## src/rtl/uart_im_loader_if.sv

```systemverilog
// rtl/uart_im_loader_if.sv - byte stream in, instruction-memory write port out
interface uart_im_loader_if;
    logic        uart_v;
    logic [7:0]  uart_d;
    logic        im_we;
    logic [31:0] im_wa;
    logic [31:0] im_wd;

    modport master (output uart_v, output uart_d, input im_we, input im_wa, input im_wd);
    modport slave  (input uart_v, input uart_d, output im_we, output im_wa, output im_wd);
endinterface

```

## src/rtl/uart_im_loader.sv

```systemverilog
// rtl/uart_im_loader.sv - framed UART program loader into instruction memory
module uart_im_loader #(
    parameter int MAX_WORDS   = 64,
    parameter int TIMEOUT_CYC = 1000000
) (
    input  logic              clk,
    input  logic              rst,
    input  logic              enable,
    uart_im_loader_if.slave   bus,
    output logic              busy,
    output logic              done,
    output logic              err,
    output logic [1:0]        err_code
);
    localparam int              CNT_W     = $clog2(TIMEOUT_CYC + 1);
    localparam logic [CNT_W-1:0] CNT_LIMIT = CNT_W'(TIMEOUT_CYC);
    localparam logic [7:0]      MAX_N     = 8'(MAX_WORDS);
    localparam logic [7:0]      SYNC_BYTE = 8'hA5;

    localparam logic [2:0] S_IDLE = 3'd0;
    localparam logic [2:0] S_SYNC = 3'd1;
    localparam logic [2:0] S_LEN  = 3'd2;
    localparam logic [2:0] S_DATA = 3'd3;
    localparam logic [2:0] S_CSUM = 3'd4;
    localparam logic [2:0] S_DONE = 3'd5;
    localparam logic [2:0] S_ERR  = 3'd6;

    logic [2:0]       state, state_nxt;
    logic [7:0]       len, word_idx, sum;
    logic [1:0]       byte_idx;
    logic [31:0]      shift;
    logic [CNT_W-1:0] idle_cnt;
    logic             we_q;
    logic [31:0]      wa_q, wd_q;

    logic        in_frame, timed_out, len_bad, word_last;
    logic [31:0] word_full;

    // Bytes arrive LSB first, so each new byte enters at the top of the word.
    assign in_frame  = (state == S_LEN) || (state == S_DATA) || (state == S_CSUM);
    assign timed_out = in_frame && !bus.uart_v && (idle_cnt == CNT_LIMIT);
    assign len_bad   = (bus.uart_d == 8'd0) || (bus.uart_d > MAX_N);
    assign word_full = {bus.uart_d, shift[31:8]};
    assign word_last = (byte_idx == 2'd3) && (word_idx == len - 8'd1);

    assign bus.im_we = we_q;
    assign bus.im_wa = wa_q;
    assign bus.im_wd = wd_q;

    // Next-state decode; a byte in the limit cycle takes priority over the timeout.
    always_comb begin
        state_nxt = state;
        if (!enable) begin
            state_nxt = S_IDLE;
        end else begin
            case (state)
                S_IDLE: state_nxt = S_SYNC;
                S_SYNC: if (bus.uart_v && bus.uart_d == SYNC_BYTE) state_nxt = S_LEN;
                S_LEN, S_DATA, S_CSUM: begin
                    if (bus.uart_v) begin
                        case (state)
                            S_LEN:   state_nxt = len_bad ? S_ERR : S_DATA;
                            S_DATA:  if (word_last) state_nxt = S_CSUM;
                            default: state_nxt = (bus.uart_d == sum) ? S_DONE : S_ERR;
                        endcase
                    end else if (timed_out) begin
                        state_nxt = S_ERR;
                    end
                end
                default: state_nxt = state;
            endcase
        end
    end

    // Datapath, counters and registered outputs; enable low overrides any pending byte.
    always_ff @(posedge clk) begin
        if (rst) begin
            state    <= S_IDLE;
            busy     <= 1'b0;
            done     <= 1'b0;
            err      <= 1'b0;
            err_code <= 2'd0;
            len      <= 8'd0;
            word_idx <= 8'd0;
            byte_idx <= 2'd0;
            sum      <= 8'd0;
            shift    <= 32'd0;
            idle_cnt <= '0;
            we_q     <= 1'b0;
            wa_q     <= 32'd0;
            wd_q     <= 32'd0;
        end else begin
            state <= state_nxt;
            busy  <= (state_nxt == S_LEN) || (state_nxt == S_DATA) || (state_nxt == S_CSUM);
            we_q  <= 1'b0;

            if (enable && in_frame && !bus.uart_v && !timed_out)
                idle_cnt <= idle_cnt + 1'b1;
            else
                idle_cnt <= '0;

            if (enable) begin
                if (state == S_IDLE) begin
                    done     <= 1'b0;
                    err      <= 1'b0;
                    err_code <= 2'd0;
                    word_idx <= 8'd0;
                    byte_idx <= 2'd0;
                    sum      <= 8'd0;
                end else if (in_frame && bus.uart_v) begin
                    case (state)
                        S_LEN: begin
                            if (len_bad) begin
                                err      <= 1'b1;
                                err_code <= 2'd1;
                            end else begin
                                len <= bus.uart_d;
                            end
                        end
                        S_DATA: begin
                            sum      <= sum + bus.uart_d;
                            shift    <= word_full;
                            byte_idx <= byte_idx + 2'd1;
                            if (byte_idx == 2'd3) begin
                                we_q <= 1'b1;
                                wa_q <= {24'd0, word_idx};
                                wd_q <= word_full;
                                if (!word_last) word_idx <= word_idx + 8'd1;
                            end
                        end
                        default: begin
                            if (bus.uart_d == sum) begin
                                done <= 1'b1;
                            end else begin
                                err      <= 1'b1;
                                err_code <= 2'd3;
                            end
                        end
                    endcase
                end else if (timed_out) begin
                    err      <= 1'b1;
                    err_code <= 2'd2;
                end
            end
        end
    end
endmodule
```

## src/flat_wrapper.sv

```systemverilog
// flat-port wrapper written by rule: the top's interface ports become plain ports
module uart_im_loader_flat 
#(
    parameter int MAX_WORDS   = 64,
    parameter int TIMEOUT_CYC = 1000000
)
  (clk, rst, enable, busy, done, err, err_code, bus_uart_v, bus_uart_d, bus_im_we, bus_im_wa, bus_im_wd);
  uart_im_loader_if bus_i ();
  input  logic clk;
  input  logic rst;
  input  logic enable;
  output logic busy;
  output logic done;
  output logic err;
  output logic [1:0] err_code;
  input wire logic [$bits(bus_i.uart_v)-1:0] bus_uart_v;
  input wire logic [$bits(bus_i.uart_d)-1:0] bus_uart_d;
  output wire logic [$bits(bus_i.im_we)-1:0] bus_im_we;
  output wire logic [$bits(bus_i.im_wa)-1:0] bus_im_wa;
  output wire logic [$bits(bus_i.im_wd)-1:0] bus_im_wd;
  assign bus_i.uart_v = bus_uart_v;
  assign bus_i.uart_d = bus_uart_d;
  assign bus_im_we = bus_i.im_we;
  assign bus_im_wa = bus_i.im_wa;
  assign bus_im_wd = bus_i.im_wd;
  uart_im_loader #(.MAX_WORDS(MAX_WORDS), .TIMEOUT_CYC(TIMEOUT_CYC)) u_core (.clk(clk), .rst(rst), .enable(enable), .bus(bus_i), .busy(busy), .done(done), .err(err), .err_code(err_code));
endmodule
```

## config.mk

```make
export PLATFORM = sky130hd
export DESIGN_NAME = uart_im_loader_flat
export DESIGN_NICKNAME = d
export VERILOG_FILES = /design/src/rtl/uart_im_loader_if.sv /design/src/rtl/uart_im_loader.sv /design/src/flat_wrapper.sv
export SDC_FILE = /design/constraint.sdc
export NUM_CORES = 1
export LEC_CHECK = 0
export BUFFER_PORTS_ARGS = -buffer_cell sky130_fd_sc_hd__buf_2
export CAP_MARGIN = 20
export CORE_MARGIN = 5
export CORE_UTILIZATION = 50
export CTS_CLUSTER_DIAMETER = 120
export CTS_CLUSTER_SIZE = 20
export DETAILED_ROUTE_END_ITERATION = 16
export GPL_TIMING_DRIVEN = 0
export PLACE_DENSITY = 0.68
export SYNTH_ARGS = -nofsm -noshare
export SYNTH_HDL_FRONTEND = slang
export SYNTH_SLANG_ARGS = --single-unit
```

## constraint.sdc

```tcl
create_clock -name clk -period 5.39 [get_ports clk]
set_input_delay 1.078 -clock clk [delete_from_list [all_inputs] [get_ports clk]]
set_output_delay 1.078 -clock clk [all_outputs]
set_load 0.1 [all_outputs]
```

# [Word-level counts from Yosys, hierarchy flattened]
# Cells that the tools add are included.
[op_classes] n_addsub=5 eq_ne=17 n_mux=37 n_bitwise=6 n_reduce_logical=33 order_cmp=1
[ops] cell="$mux 8" n=8
[ops] cell="$add 20x1->20 const B" n=1
[ops] cell="$eq 20x20->1 const B" n=1
[ops] cell="$reduce_and 5->1" n=4
[ops] cell="$mux 2" n=9
[ops] cell="$mux 3" n=6
[ops] cell="$eq 8x8->1" n=2
[ops] cell="$eq 3x2->1 const B" n=4
[ops] cell="$mux 1" n=10
[ops] cell="$pmux 3 s3" n=1
[ops] cell="$add 8x1->8 const B" n=1
[ops] cell="$add 8x8->8" n=1
[ops] cell="$eq 8x8->1 const B" n=1
[ops] cell="$gt 8x7->1 const B" n=1
[ops] cell="$logic_and 1x1->1" n=8
[ops] cell="$logic_not 8->1" n=1
[ops] cell="$ne 4x3->1 const B" n=2
[ops] cell="$reduce_and 4->1" n=2
[ops] cell="$reduce_bool 2->1" n=4
[ops] cell="$sub 8x1->8 const B" n=1
[ops] cell="$eq 3x3->1 const B" n=2
[ops] cell="$not 1->1" n=6
[ops] cell="$pmux 3 s2" n=1
[ops] cell="$logic_or 1x1->1" n=5
[ops] cell="other kinds (15)" n=17
[totals] out_inout_bits=70 inputBits=12 wordCells=113 reg_bits=127

# [Longest topological paths before layout]
[logic_depth] ltp_word=12 ltp_mapped=12 ltp_nobuf=11

# [Worst setup path after synthesis]
# Ideal clock, no wire load.
[synth_path] path_type="input to register" startpoint="in bus_uart_d[1]" endpoint="reg u_core.busy" t_arrival_ns=2.834 path_buffers=0 setup_ns=0.096 t_required_ns=5.294 stages=8 setup_slack_ns=2.461 path_cell_list="or3_1 > nor4_1 > xnor2_1 > nand4b_1 > and3_1 > a221oi_1 > nand3b_1 > o41ai_2"
[synth_via] elab_chain_len=10 word_cells_on_any_way=18 cone_classes="order compare (1); eq/ne (5); mux (7); reduce/logical (5)"
[synth_lines] item="from (decl)" line_no="flat_wrapper.sv:17" rtl="input wire logic [$bits(bus_i.uart_d)-1:0] bus_uart_d;"
[synth_lines] item="$gt 8x7->1 / $logic_not 8->1 (equally long branches)" line_no="uart_im_loader.sv:42" rtl="assign len_bad = (bus.uart_d == 8'd0) || (bus.uart_d > MAX_N);"
[synth_lines] item="$logic_or 1x1->1" line_no="uart_im_loader.sv:42"
[synth_lines] item="$mux 3" line_no="uart_im_loader.sv:62" rtl="S_LEN: state_nxt = len_bad ? S_ERR : S_DATA;"
[synth_lines] item="$pmux 3 s2" line_no="uart_im_loader.sv:61" rtl="case (state)"
[synth_lines] item="$mux 3" line_no="uart_im_loader.sv:60" rtl="if (bus.uart_v) begin"
[synth_lines] item="$pmux 3 s3 (*)" line_no="uart_im_loader.sv:56" rtl="case (state)"
[synth_lines] item="$mux 3 (*)" line_no="uart_im_loader.sv:53" rtl="if (!enable) begin"
[synth_lines] item="$eq 3x2->1" line_no="uart_im_loader.sv:94" rtl="busy <= (state_nxt == S_LEN) || (state_nxt == S_DATA) || (state_nxt == S_CSUM);"
[synth_lines] item="$logic_or 1x1->1" line_no="uart_im_loader.sv:94"
[synth_lines] item="$logic_or 1x1->1 (*)" line_no="uart_im_loader.sv:94"
[synth_lines] item="to (signal assigned)" line_no="uart_im_loader.sv:94"
[synth_lines] item="to (decl)" line_no="uart_im_loader.sv:10" rtl="output logic busy,"
# Mark *: on every way between the ends. The rest lies on a longest branch, timed or not.
# A chain may end at the register's enable or synchronous reset.

# [Worst setup path in the final report]
[layout_path] startpoint="in enable" endpoint="reg u_core.word_idx[6]"
[layout_via] elab_chain_len=1
[layout_lines] item="from (decl)" line_no="flat_wrapper.sv:11" rtl="input logic enable;"
[layout_lines] item="$reduce_and 5->1 (no line)"
[layout_lines] item="to (signal assigned)" line_no="uart_im_loader.sv:128" rtl="if (!word_last) word_idx <= word_idx + 8'd1;"
[layout_lines] item="to (decl)" line_no="uart_im_loader.sv:29" rtl="logic [7:0] len, word_idx, sum;"
# Every way passes these cells.

==> results.md <==
- Comb power frac: 0.072
- Ranking of synthesized cells by area: dfxtp_1, nand2_1, a21oi_1
- Initial antenna violation count: 0
- Setup bufs post-CTS: 0
- Synth Instances: 677
- Resized Gates After CTS: 0
- Endpoints failing setup: 0
- Setup tns final: 0 ns
- GRT Overall Usage: 0.206
- Die Span Y: 114 um
- GP Congestion: 0.887
- Final ANT Viol Nets: 0
- Post-synth top area cell: dfxtp_1
- Worst r2r path cells: 12
- Dpl hpwl: 9300 um
- Unique masters post-synth: 55
- IO Port Bufs: 56
- Via Count: 4706
- 1st-iter DRT viols: 299
- Clock latency on the worst-skew pair: 0.53 ns
- CP Capture Type: flip-flop
- RSZ-0062 raised after global routing: false
- Status: finished clean
- Fin nets: 800
- Pin slew with the least headroom to its limit: 0.835 ns
- Total of max-cap violations: 0
- LEAKAGE: 2.58 nW
- Tmin final: 3.04 ns
- Clock sink count: 119
- Post-DP Area: 5960 um^2
- Avg Inst Size Synth: 8.01 um^2
- Pins Over Slew Limit: 0
- Util after Layout: 0.607
- Hold-fix buffers at CTS: 0
- Max frequency: 329 MHz
- Area Overhead vs Synth: 20.3%
- Switching share of total power: 0.241
- WL per Instance: 13.8 um
- Worst Setup Start Kind: input pin
- Seq/Total Area, Yosys: 0.439
- Ys flop type: dfxtp_1
- Pre-antenna DRT Iters: 5
- Initial Util: 0.505
- #FFs+latches synth: 119
- Post-synth EDFFs: 0
- # DRC: 0
- Die Wd: 114 um
- Net Switching: 0.000500 W
- Sequential Power Share: 0.425
- Final Hold Fails: 0
- Final wirelength: 12800 um
- Top-area cell type share of the netlist area: 0.439
- Die area: 13000 um^2
- Root Driver: clkbuf_8
- Rows: 38
- Arr. time, crit path: 3.50 ns
- Detail-routed via count per cell: 5.07
- Number of global-route vias before repair: 4574
- Post-route insts no fill: 928
- Power per cell area: 318 nW/um^2
- R2R Setup Slk: 2.44 ns
- VDD IR max: 289 uV
- Pin count of the biggest net entering global routing: 17
- Clock slew at reported path FFs: 0.06 ns
- Critical path class: in2reg
- First-pass GRT wire length: 21400 um
- Clock skew: 0.0200 ns
- Finished Cell Area: 6520 um^2
- Share of post-route cells with drive strength above 1: 0.154
- Hold Path Class: reg2reg
- WP data required: 5.85 ns
- Hold path depth: 2
- Tcrit/Tclk final: 0.564
- Clock share of power: 0.503
- Crit-path max FO: 8
- Congestion Overflow GR: 0
- Ports: 82
- Buffers from clock root to sink, at most: 2
- Dpl cells: 896
- Core Region: 10700 um^2
- CTS tree: yes
- Inserted Diodes: 0
- Synth Cell Area: 5420 um^2
- Slew margin rel.: 0.441
- FFs w/ async S/R, synth: 0
- Pint: 0.00157 W
- CTS H-tree lvls: 4
- Inserted Clock Buffers: 17
- Synth warn: 0
[registers in the layout, indices dropped and copies added (netlist names), 2 cells and up]
register          count
u_core.bus.im_wa      8
u_core.bus.im_wd     32
u_core.byte_idx       2
u_core.err_code       2
u_core.idle_cnt      20
u_core.len            8
u_core.shift         24
u_core.state          3
u_core.sum            8
u_core.word_idx       8
[power groups by stage]
stage          registers (W)  clock network, W  logic (W)
5_1_grt             0.000882           0.00110   0.000155
2_1_floorplan       0.000910                 0   0.000116
6_report            0.000882           0.00104   0.000149
3_5_place_dp        0.000901                 0   0.000147
3_3_place_gp        0.000901                 0   0.000147
4_1_cts             0.000882           0.00106   0.000147
[logic make-up after synthesis]
kind of cell | Yosys count | share of synthesized area
xor gates and xnor gates | 39 | 0.0630
DFF | 119 | 0.439
and+or+nand+nor | 290 | 0.240
other | 1 | 0.000692
buffers and inverters | 80 | 0.0727
adders and majority gates | 13 | 0.0314
muxes | 8 | 0.0148
AOI/OAI and AO/OA | 127 | 0.138
[stage by stage]
stage / hold WS [ns] / power [W] / setup slack (ns)
finish: 0.451 / 0.00207 / 2.35
global route: 0.468 / 0.00214 / 2.17
CTS: 0.451 / 0.00209 / 2.40
detailed placement: 0.444 / 0.00105 / 1.87
global placement: 0.441 / 0.00105 / 1.84
floorplan: 0.432 / 0.00103 / 2.46
[synthesized netlist by cell type, drive strengths merged, types with 2 or more instances]
library cell and n:
a211oi 2, a21o 4, a21oi 85, a22oi 8
a31oi 2, and2 6, and3 8, buf 27
clkbuf 35, dfxtp 119, ha 12, inv 17
mux2i 8, nand2 151, nand2b 7, nand3 14
nand3b 3, nand4 7, nor2 64, nor3 9
nor4 5, nor4b 3, o211ai 2, o21a 3
o21ai 8, o21bai 4, or3 6, or4 2
xnor2 24, xor2 15
[per-layer routing]
| metal | up-vias | wire length, um | GRT usage |
|---|---|---|---|
| met3 | 14 | 695 | 0.0539 |
| li1 | 2413 | - | - |
| met2 | 102 | 6170 | 0.333 |
| met1 | 2177 | 5790 | 0.259 |
| met4 | 0 | 184 | 0.0903 |
| met5 | - | 0 | 0 |
[cell usage in the layout (no fill, tap or decap), drive strengths merged, types with 3 or more instances in the layout]
master  synthesis  final
or3             6      6
buf            27     83
clkinv          1      8
nand3          14     14
nand3b          3      3
o21ai           8      8
mux2i           8      8
o21bai          4      4
o21a            3      3
nor4b           3      3
clkbuf         35     58
ha             12     12
and2            6      6
and3            8      8
nand2         151    151
xnor2          24     24
nand4           7      7
conb            1     24
a21oi          85     85
a21o            4      4
a22oi           8      8
inv            17     17
nor3            9      9
nand2b          7      7
nor4            5      5
xor2           15     15
nor2           64     64
dfxtp         119    119
[critical path, cell delays in order]
cell and delay (ns):
buf_2 0.19, clkinv_1 0.18, nor3_2 0.43, and2_1 0.18, clkbuf_1 0.34, o21ai_1 0.33
and2_1 0.29, or3_1 0.35, a21oi_1 0.14
[area by class of cell]
cell class                      instances  area [um^2]
Tap cell                              140          175
Sequential cell                       119         2380
Timing Repair Buffer                   56          280
Fill cell                             989         4220
Clock inverter                          9         72.6
Multi-Input combinational cell        501         2730
Buffer                                 62          327
Clock buffer                           23          487
Inverter                               18         67.6
[final timing paths]
path                                       start                   to
worst min-delay path            u_core.shift[15]  u_core.bus.im_wd[7]
worst min register to register  u_core.shift[15]  u_core.bus.im_wd[7]
worst max register to register     u_core.len[0]   u_core.word_idx[6]
worst max-delay path                      enable   u_core.word_idx[6]
(Power assumes the default switching activity.)
